===== src/rtl/brick_table.sv =====
// brick_table: brick-state store for the brick-breaker game.
//
// Fills itself with a grid layout after reset or on init_req, then serves one
// registered read per cycle and accepts hits that deactivate bricks.
//
// Ports:
//   clk            clock
//   reset          synchronous, active-low reset
//   init_req       one-cycle pulse, restarts the layout fill
//   rd_idx         read index (sampled every cycle)
//   rd_x/rd_y      registered coordinates of entry rd_idx
//   rd_w/rd_h      registered width/height of entry rd_idx
//   rd_active      registered active bit of entry rd_idx
//   rd_valid       rd_* outputs are meaningful
//   hit_valid      hit request strobe
//   hit_idx        brick to deactivate
//   hit_done       one-cycle pulse, one cycle after an accepted hit
//   hit_was_active qualifies hit_done: brick was active before the hit
//   active_count   number of active bricks
//   all_cleared    registered: in RUN with no active bricks left
//   init_busy      high while the layout fill is running
module brick_table #(
  parameter int NUM_BRICKS = 40,
  parameter int IDX_W      = 6,
  parameter int COORD_W    = 8,
  parameter int SIZE_W     = 4,
  parameter int COLS       = 8,
  parameter int BRICK_W    = 12,
  parameter int BRICK_H    = 6,
  parameter int ORIGIN_X   = 4,
  parameter int ORIGIN_Y   = 8,
  parameter int GAP        = 2
) (
  input  logic               clk,
  input  logic               reset,
  input  logic               init_req,
  input  logic [IDX_W-1:0]   rd_idx,
  output logic [COORD_W-1:0] rd_x,
  output logic [COORD_W-1:0] rd_y,
  output logic [SIZE_W-1:0]  rd_w,
  output logic [SIZE_W-1:0]  rd_h,
  output logic               rd_active,
  output logic               rd_valid,
  input  logic               hit_valid,
  input  logic [IDX_W-1:0]   hit_idx,
  output logic               hit_done,
  output logic               hit_was_active,
  output logic [IDX_W:0]     active_count,
  output logic               all_cleared,
  output logic               init_busy
);

  localparam int CNT_W = IDX_W + 1;
  localparam logic [COORD_W-1:0] X_ORG  = COORD_W'(ORIGIN_X);
  localparam logic [COORD_W-1:0] Y_ORG  = COORD_W'(ORIGIN_Y);
  localparam logic [COORD_W-1:0] X_STEP = COORD_W'(BRICK_W + GAP);
  localparam logic [COORD_W-1:0] Y_STEP = COORD_W'(BRICK_H + GAP);

  typedef enum logic {INIT, RUN} state_t;

  state_t state, state_next;

  logic [IDX_W-1:0]   fill_idx;
  logic [IDX_W-1:0]   col;
  // x_acc/y_acc are the running coordinates of the entry at fill_idx; y_acc
  // stands in for the row counter so no multiply by row is ever needed.
  logic [COORD_W-1:0] x_acc;
  logic [COORD_W-1:0] y_acc;

  logic [COORD_W-1:0]    x_mem [NUM_BRICKS];
  logic [COORD_W-1:0]    y_mem [NUM_BRICKS];
  logic [NUM_BRICKS-1:0] active_mem;

  logic fill_last;
  logic fill_we;
  logic rd_in_range;
  logic hit_in_range;
  logic hit_accept;
  logic hit_hits_active;

  assign fill_last    = (fill_idx == IDX_W'(NUM_BRICKS - 1));
  assign fill_we      = (state == INIT) && !init_req;
  // Compare with one extra bit so NUM_BRICKS == 2^IDX_W still works.
  assign rd_in_range  = ({1'b0, rd_idx}  < CNT_W'(NUM_BRICKS));
  assign hit_in_range = ({1'b0, hit_idx} < CNT_W'(NUM_BRICKS));
  // init_req wins over a hit in the same cycle.
  assign hit_accept      = (state == RUN) && !init_req && hit_valid && hit_in_range;
  assign hit_hits_active = hit_accept && active_mem[hit_idx];

  assign init_busy = (state == INIT);

  always_ff @(posedge clk) begin
    if (!reset) state <= INIT;
    else        state <= state_next;
  end

  always_comb begin
    state_next = state;
    case (state)
      INIT: if (!init_req && fill_last) state_next = RUN;
      RUN:  if (init_req)               state_next = INIT;
      default: state_next = INIT;
    endcase
  end

  // Fill sequencer: counters park at zero outside an active fill so any new
  // INIT (reset, init_req, or restart) begins from entry 0.
  always_ff @(posedge clk) begin
    if (!reset || state == RUN || init_req || fill_last) begin
      fill_idx <= '0;
      col      <= '0;
      x_acc    <= X_ORG;
      y_acc    <= Y_ORG;
    end else begin
      fill_idx <= fill_idx + 1'b1;
      if (col == IDX_W'(COLS - 1)) begin
        col   <= '0;
        x_acc <= X_ORG;
        y_acc <= y_acc + Y_STEP;
      end else begin
        col   <= col + 1'b1;
        x_acc <= x_acc + X_STEP;
      end
    end
  end

  // Table storage. Width and height are identical for every entry, so only
  // coordinates and the active bit are stored.
  always_ff @(posedge clk) begin
    if (reset) begin
      if (fill_we) begin
        x_mem[fill_idx]      <= x_acc;
        y_mem[fill_idx]      <= y_acc;
        active_mem[fill_idx] <= 1'b1;
      end
      if (hit_accept) active_mem[hit_idx] <= 1'b0;
    end
  end

  // Registered read port; the non-blocking write above means a read and hit
  // of the same entry in one cycle returns the pre-hit active bit.
  always_ff @(posedge clk) begin
    if (!reset || state != RUN || init_req || !rd_in_range) begin
      rd_x      <= '0;
      rd_y      <= '0;
      rd_w      <= '0;
      rd_h      <= '0;
      rd_active <= 1'b0;
      rd_valid  <= 1'b0;
    end else begin
      rd_x      <= x_mem[rd_idx];
      rd_y      <= y_mem[rd_idx];
      rd_w      <= SIZE_W'(BRICK_W);
      rd_h      <= SIZE_W'(BRICK_H);
      rd_active <= active_mem[rd_idx];
      rd_valid  <= 1'b1;
    end
  end

  always_ff @(posedge clk) begin
    if (!reset) begin
      hit_done       <= 1'b0;
      hit_was_active <= 1'b0;
      active_count   <= '0;
      all_cleared    <= 1'b0;
    end else begin
      hit_done       <= hit_accept;
      hit_was_active <= hit_hits_active;
      all_cleared    <= (state == RUN) && !init_req && (active_count == '0);
      if (state == INIT) begin
        if (!init_req && fill_last) active_count <= CNT_W'(NUM_BRICKS);
        else                        active_count <= '0;
      end else if (init_req) begin
        active_count <= '0;
      end else if (hit_hits_active && active_count != '0) begin
        active_count <= active_count - 1'b1;
      end
    end
  end

endmodule


===== config.mk =====
export PLATFORM = sky130hd
export DESIGN_NAME = brick_table
export DESIGN_NICKNAME = d
export VERILOG_FILES = /design/src/rtl/brick_table.sv
export SDC_FILE = /design/constraint.sdc
export NUM_CORES = 1
export LEC_CHECK = 0
export ABC_AREA = 1
export BUFFER_PORTS_ARGS = -buffer_cell sky130_fd_sc_hd__buf_2
export CELL_PAD_IN_SITES_DETAIL_PLACEMENT = 1
export CELL_PAD_IN_SITES_GLOBAL_PLACEMENT = 1
export CORE_ASPECT_RATIO = 0.75
export CORE_MARGIN = 3
export CORE_UTILIZATION = 55
export CTS_CLUSTER_SIZE = 10
export DETAILED_ROUTE_END_ITERATION = 7
export PLACE_DENSITY_LB_ADDON = 0.1
export SLEW_MARGIN = 15
export SYNTH_ARGS = -nofsm -noshare
export SYNTH_HDL_FRONTEND = slang
export SYNTH_SLANG_ARGS = --single-unit

===== constraint.sdc =====
create_clock -name clk -period 8.15 [get_ports clk]
set_clock_uncertainty 0.2 [all_clocks]
set_input_delay 0 -clock clk [delete_from_list [all_inputs] [get_ports clk]]
set_output_delay 0 -clock clk [all_outputs]
set_load 0.1 [all_outputs]

==> results of run 1 <==
-- report_power, final --
part           internal, mW  switching, mW
clock network          1.59           1.17
logic                0.0937          0.292
registers              3.18         0.0113
total                  4.86           1.47
-- flip-flops by register name (all words and copies together) (netlist names), 5 cells and up --
signal and count:
rd_x 7, x_acc 7, rd_y 5, active_count 7, y_mem 200, fill_idx 6, active_mem 40, col 6
y_acc 5, x_mem 280
-- stage by stage --
| step | area (µm²) | instances |
|---|---|---|
| after floorplan | 24030 | 2138 |
| after global placement | 24890 | 2674 |
| after detailed placement | 24900 | 2674 |
| after CTS | 27120 | 2821 |
| after global routing | 27140 | 2821 |
| final | 27150 | 2822 |
-- logic make-up (layout without fill, tap and decap cells) --
logic type | after synthesis | in the layout
xor+xnor | 10 | 10
other cells | 1 | 9
fa+ha+maj | 6 | 6
simple gates | 756 | 756
buf+inv | 257 | 371
flops | 569 | 569
compound gates | 532 | 532
-- worst max-delay path: stages, from the launching register on --
cell and delay, ns:
dfxtp_1 0.47, inv_4 0.11, nor2_8 0.18, nand2_2 0.05, dlygate4sd3_1 0.57, inv_2 0.11, nand2_4 0.06, dlygate4sd3_1 0.61
nor3_1 0.51, a21oi_1 0.16, dlygate4sd3_1 0.59
-- per-layer routing --
layer  wire [µm]  track usage, %  up-vias
met3        8271           8.484      147
met4        2017           10.54        4
li1            -               -     7726
met1       31070           47.22     9057
met5          23               0        -
met2       35840           52.15     1000
-- what timing repair did --
| action | CTS | global route |
|---|---|---|
| endpoints found under the setup margin | 0 | 0 |
| hold buffers | 25 | 0 |
| hold endpoints to repair | 100 | 0 |
| setup buffers | 0 | 0 |
-- cells in the mapped netlist, types with 6 or more instances --
cell	count
buf_2	33
nand3_1	68
buf_6	6
o22ai_1	90
o21ai_1	8
a21oi_1	50
inv_2	7
edfxtp_1	520
inv_1	109
o211ai_1	37
o221ai_1	13
o21ai_0	304
xor2_1	8
nand2_1	243
nor3_1	44
dfxtp_1	49
a21oi_2	6
buf_4	27
nor2_1	379
a31oi_1	12
clkbuf_1	64
ha_1	6
-- path summary, 6_finish.rpt --
path / from / to / slack, ns / cells after the start
setup / recovery: state / active_mem[16] / 4.27 / 10
hold / removal: rd_idx[0] / rd_active / 0.06 / 5
setup reg to reg: state / active_mem[16] / 4.27 / 10
hold reg to reg: col[0] / col[0] / 0.26 / 1
-- layout make-up --
| type | instances | share of cell area, % |
|---|---|---|
| Timing Repair Buffer | 128 | 3.397 |
| Inverter | 121 | 1.719 |
| Sequential cell | 569 | 61.14 |
| Clock inverter | 6 | 0.2489 |
| Tap cell | 569 | 2.623 |
| Clock buffer | 116 | 7.011 |
| Antenna cell | 1 | 0.009218 |
| Multi-Input combinational cell | 1312 | 23.86 |
==> reports/metrics.cfg, run 1 <==
[run_status]
outcome=finished, final reports clean

[global_routing]
grt_max_degree=118
grtUsageTotal_pct=33.66
grt_antenna_before_repair=3
gr-total-overflow=0
grt_pass1_wl_um=115200
grt_pass1_vias=18449

[yosys]
yosysSeqAreaShare_pct=69.13
synth_ff_type=edfxtp_1
syn_area_per_cell_um2=11.27
synth.area.top_cells=edfxtp_1 65%, o21ai_0 6.3%, nor2_1 5.9%, dfxtp_1 4.1%, nand2_1 3.8%
async_reset_ff_share_pct=0
yosysTopAreaCell=edfxtp_1
netlist_instances=2131
yosys-mux-area-fraction_pct=0
yosys_warnings=0
ys_ff_latch=569
synthDistinctLibCells=47
netlist_area_mm2=0.02401
synth_top_family_by_area=simple AND/OR/NAND/NOR gates
synth_top_area_share_pct=65.04
synth_compound_area_share_pct=12.49
synthAdderAreaFrac_pct=0.3127
synth-xor-area-share_pct=0.3648
synth_simple_gate_area_share_pct=12.84
synth_edf_count=520

[critical_path]
crit_type=register to register
cp_max_fo=9
cp.arrival_ns=4.03
required_ns=8.30
endpoint_kind=register
crit_path_start_kind=register

[placed_design]
hpwl_um=45590
portBuffers=44
gp_congestion=0.8892
pre_cts_ws_ns=4.731

[cells_and_area]
layout_commonest_cell=edfxtp_1
final_util_pct=63.82
multiInputGateArea_mm2=0.006476
final_cell_mix=520 x edfxtp_1, 378 x nor2_1, 304 x o21ai_0
syn_to_final_growth_pct=13.08
final-seq-area_mm2=0.01660
drive_gt1_share_pct=10.79
nets=2221
fillerInstances=4345

[sta]
report.final.slew_viol_count=0
fmax_mhz=258.0
tightest_slew_ns=1.135
finalSetupViolCount=0
finalHoldWorstSlack_ns=0.06019
tns_ns=0
min_period_ns=3.875
finalCritPeriodShare_pct=47.55
report.final.hold_viol_count=0
rsz0062_at_grt=false
fin_ws_ns=4.275
slew_headroom_pct=24.03

[floorplanning]
coreArea_mm2=0.04253
pin_count=53
die_w_um=247.2
die_h_um=186.9
die-area_mm2=0.04622
start_util_pct=56.44
num_rows=65

[drt]
drt-vias-per-instance=6.355
wl_per_cell_um=27.36
via_count=17934
drc=0
wl_um=77220
drt.antenna.violating_nets=0
drtPass1Iterations=6
drt_iter0_drc=2186

[hold_path]
min-delay-path-class=primary input to register

[clock_network]
post_cts_resized=0
htree_levels=3
cts_num_sinks=569
clk_pin_slew_ns=0.06
cts_root_buf=clkbuf_16
cts_tree=built
cts_buffers=67
ctsLongestPathBuffers=3
clk_latency_ns=0.61

[power_and_ir_drop]
power_density_mw_per_mm2=233.4
max-vdd-ir-drop_mv=0.1995
leakagePower_nw=9.501
power_mw=6.335

[flow_run]
max-cap-violations=0

No activity file was read; power rests on OpenSTA's default activity.
==> inputs of run 2 (changes only) <==
Settings changed: ABC_AREA 1 to 0, CORE_UTILIZATION 55 to 54.
Clock period 8.15 ns to 3.8 ns, I/O delays scaled along.
==> reports/metrics.cfg, run 2 <==
[yosys]
yosys_warnings=0  ; unchanged
synth_ff_type=edfxtp_1
synth_top_area_share_pct=67.63  ; +2.6 points
ys_ff_latch=569  ; unchanged
synth_edf_count=520  ; unchanged
synthDistinctLibCells=56  ; +19%
syn_area_per_cell_um2=18.63  ; +65%
synth_simple_gate_area_share_pct=4.449  ; -8.4 points
synthAdderAreaFrac_pct=0.3252  ; +0.012 points
yosysTopAreaCell=edfxtp_1
synth.area.top_cells=edfxtp_1 68%, mux4_2 14%, dfxtp_1 4.2%, a21oi_1 1.8%, mux2i_1 1.4%
synth_compound_area_share_pct=4.238  ; -8.3 points
synth_top_family_by_area=multiplexers
ys_top_cells_by_count=520 x edfxtp_1, 146 x mux4_2, 84 x nor2_1, 82 x a21oi_1, 49 x dfxtp_1
yosys-mux-area-fraction_pct=16.49  ; +16 points
netlist_area_mm2=0.02309  ; -3.8%
synth-xor-area-share_pct=0.6070  ; +0.24 points
synthMostInstantiatedCell=edfxtp_1
async_reset_ff_share_pct=0  ; unchanged
yosysSeqAreaShare_pct=71.88  ; +2.8 points
netlist_instances=1239  ; -42%

[critical_path]
reg2reg_to=active_mem[6]
r2r_start=state
crit_path_start_kind=register
crit_chain=and3b_1 > and3b_1 > dlygate4sd3_1 > a31oi_1 > dlygate4sd3_1
max_stage_delay_ns=0.65  ; +0.04 ns
cp_max_fo=8  ; -1
worstRegToRegCells=5  ; -5
crit_type=register to register
r2r_slack_ns=0.79  ; -3.48 ns
crit_slowest_cell=dlygate4sd3_1
worstSetupStartpoint=state
critPathCapture=active_mem[6]
cp.arrival_ns=3.13  ; -0.90 ns
endpoint_kind=register
required_ns=3.92  ; -4.38 ns

[global_routing]
grt_pass1_vias=13151  ; -29%
grt_pass1_wl_um=88560  ; -23%
grtUsageTotal_pct=27.24  ; -6.4 points
grt-busiest-layer=met1
gr-total-overflow=0  ; unchanged
grtUsageMet1_pct=41.00  ; -6.2 points
use_met3_pct=7.670  ; -0.81 points
grt_antenna_before_repair=3  ; unchanged
grtUsageMet2_pct=40.45  ; -12 points
grt_max_degree=57  ; -52%

[clock_network]
htree_levels=3  ; unchanged
clk_pin_slew_ns=0.06  ; about the same
ctsLongestPathBuffers=3  ; unchanged
postCtsHoldBufs=16  ; -36%
cts_root_buf=clkbuf_16
cts_setup_buffers=0  ; unchanged
clk_latency_ns=0.57  ; -0.04 ns
post_cts_resized=0  ; unchanged
cts_num_sinks=569  ; unchanged
cts_tree=built
cts_buffers=66  ; -1.5%

[cells_and_area]
layout_commonest_cell=edfxtp_1
largest_reg_flops=280  ; unchanged
syn_to_final_growth_pct=13.86
nets=1393  ; -37%
largest-register=x_mem
reg_top3=x_mem: 280 flops, y_mem: 200 flops, active_mem: 40 flops
multiInputGateArea_mm2=0.006070  ; -6.3%
final-seq-area_mm2=0.01660  ; about the same
fillerInstances=3585  ; -17%
drive_gt1_share_pct=25.11  ; +14 points
final_cell_mix=520 x edfxtp_1, 146 x mux4_2, 84 x nor2_1
final_util_pct=63.37  ; -0.45 points

[sta]
fmax_mhz=332.7  ; +29%
tns_ns=0  ; unchanged
min_period_ns=3.005  ; -0.8701 ns
report.final.slew_viol_count=0  ; unchanged
rsz0062_at_grt=false
tightest_slew_ns=1.063  ; -0.07229 ns
finalSetupViolCount=0  ; unchanged
slew_headroom_pct=28.58  ; +4.6 points
report.final.hold_viol_count=0  ; unchanged
finalCritPeriodShare_pct=79.09  ; +32 points

[power_and_ir_drop]
leakagePower_nw=8.620  ; -9.3%
max-vdd-ir-drop_mv=0.3926  ; +97%
power_density_mw_per_mm2=498.8  ; +110%
power_mw=13.11  ; +110%

[drt]
drc=0  ; unchanged
drt.antenna.violating_nets=0  ; unchanged
wl_um=59820  ; -23%
via_count=12705  ; -29%
wl_per_cell_um=30.34  ; +11%
drtPass1Iterations=7  ; +1
drt_iter0_drc=1564  ; -28%
drt-vias-per-instance=6.443  ; +1.4%

[floorplanning]
die_w_um=244.8  ; -1.0%
coreArea_mm2=0.04148  ; -2.5%
pin_count=53  ; unchanged
num_rows=64  ; -1.5%
die_h_um=185.1  ; -1.0%
start_util_pct=55.66  ; -0.78 points
die-area_mm2=0.04530  ; -2.0%

[run_status]
outcome=finished, final reports clean

[placed_design]
portBuffers=44  ; unchanged
gp_congestion=0.8470  ; -4.7%
hpwl_um=38200  ; -16%

[hold_path]
min-delay-path-class=primary input to register
holdPathStages=4  ; -1

[flow_run]
max-cap-violations=0  ; unchanged

==> run 2: metal layers <==
layer	share of wire, %	vias to the layer above	wire length [µm]
met5	0	-	0
met4	1.8	0	1099
met3	9.7	82	5785
met2	45	591	26920
met1	43	6749	26020
li1	-	5283	-
==> run 2: per-stage QoR <==
step	worst slack, ns	area, µm²	hold WS, ns	instances
2_1_floorplan	1.133	23110	-0.08750	1246
3_3_place_gp	0.7869	24250	0.2323	1848
3_5_place_dp	0.7318	24250	0.2466	1848
4_1_cts	0.9190	26280	0.1513	1971
5_1_grt	0.7682	26280	0.2105	1971
6_report	0.7947	26290	0.1949	1972
==> run 2: logic make-up (layout without fill, tap and decap cells) <==
logic type | after synthesis | count (layout)
flops | 569 | 569
simple gates | 209 | 209
mux | 193 | 193
compound gates | 160 | 160
buf+inv | 85 | 249
xor+xnor | 16 | 16
fa+ha+maj | 6 | 6
other cells | 1 | 9
==> run 2: how the worst min path moves through the flow <==
stage | start | endpoint | slack (ns)
2_1_floorplan | reset | active_mem[0] | -0.09
3_3_place_gp | col[0] | col[0] | 0.23
3_5_place_dp | col[0] | col[0] | 0.25
4_1_cts | rd_idx[1] | rd_y[5] | 0.15
5_1_grt | rd_idx[2] | rd_x[7] | 0.21
6_report | rd_idx[3] | rd_y[6] | 0.19
==> run 2: area by class of cell <==
cell class / count / area share (%)
inverter: 9 / 0.1285
antenna: 1 / 0.009520
tap: 561 / 2.670
clock buffer: 105 / 7.002
sequential: 569 / 63.14
multi-input combinational: 592 / 23.09
timing repair buffer: 133 / 3.865
clock inverter: 2 / 0.09520
==> run 2: worst max-delay path, delay by kind of cell, from the launching register on <==
kind	cells	cell delay [ns]
compound gates	1	0.11
buf+inv	2	1.23
flops	1	0.60
simple gates	2	0.62
==> run 2: power breakdown <==
| part | total [mW] | switching, mW | internal, mW |
|---|---|---|---|
| Clock | 5.63 | 2.33 | 3.30 |
| Combinational | 0.638 | 0.381 | 0.257 |
| Sequential | 6.85 | 0.0285 | 6.82 |
| Total | 13.1 | 2.74 | 10.4 |
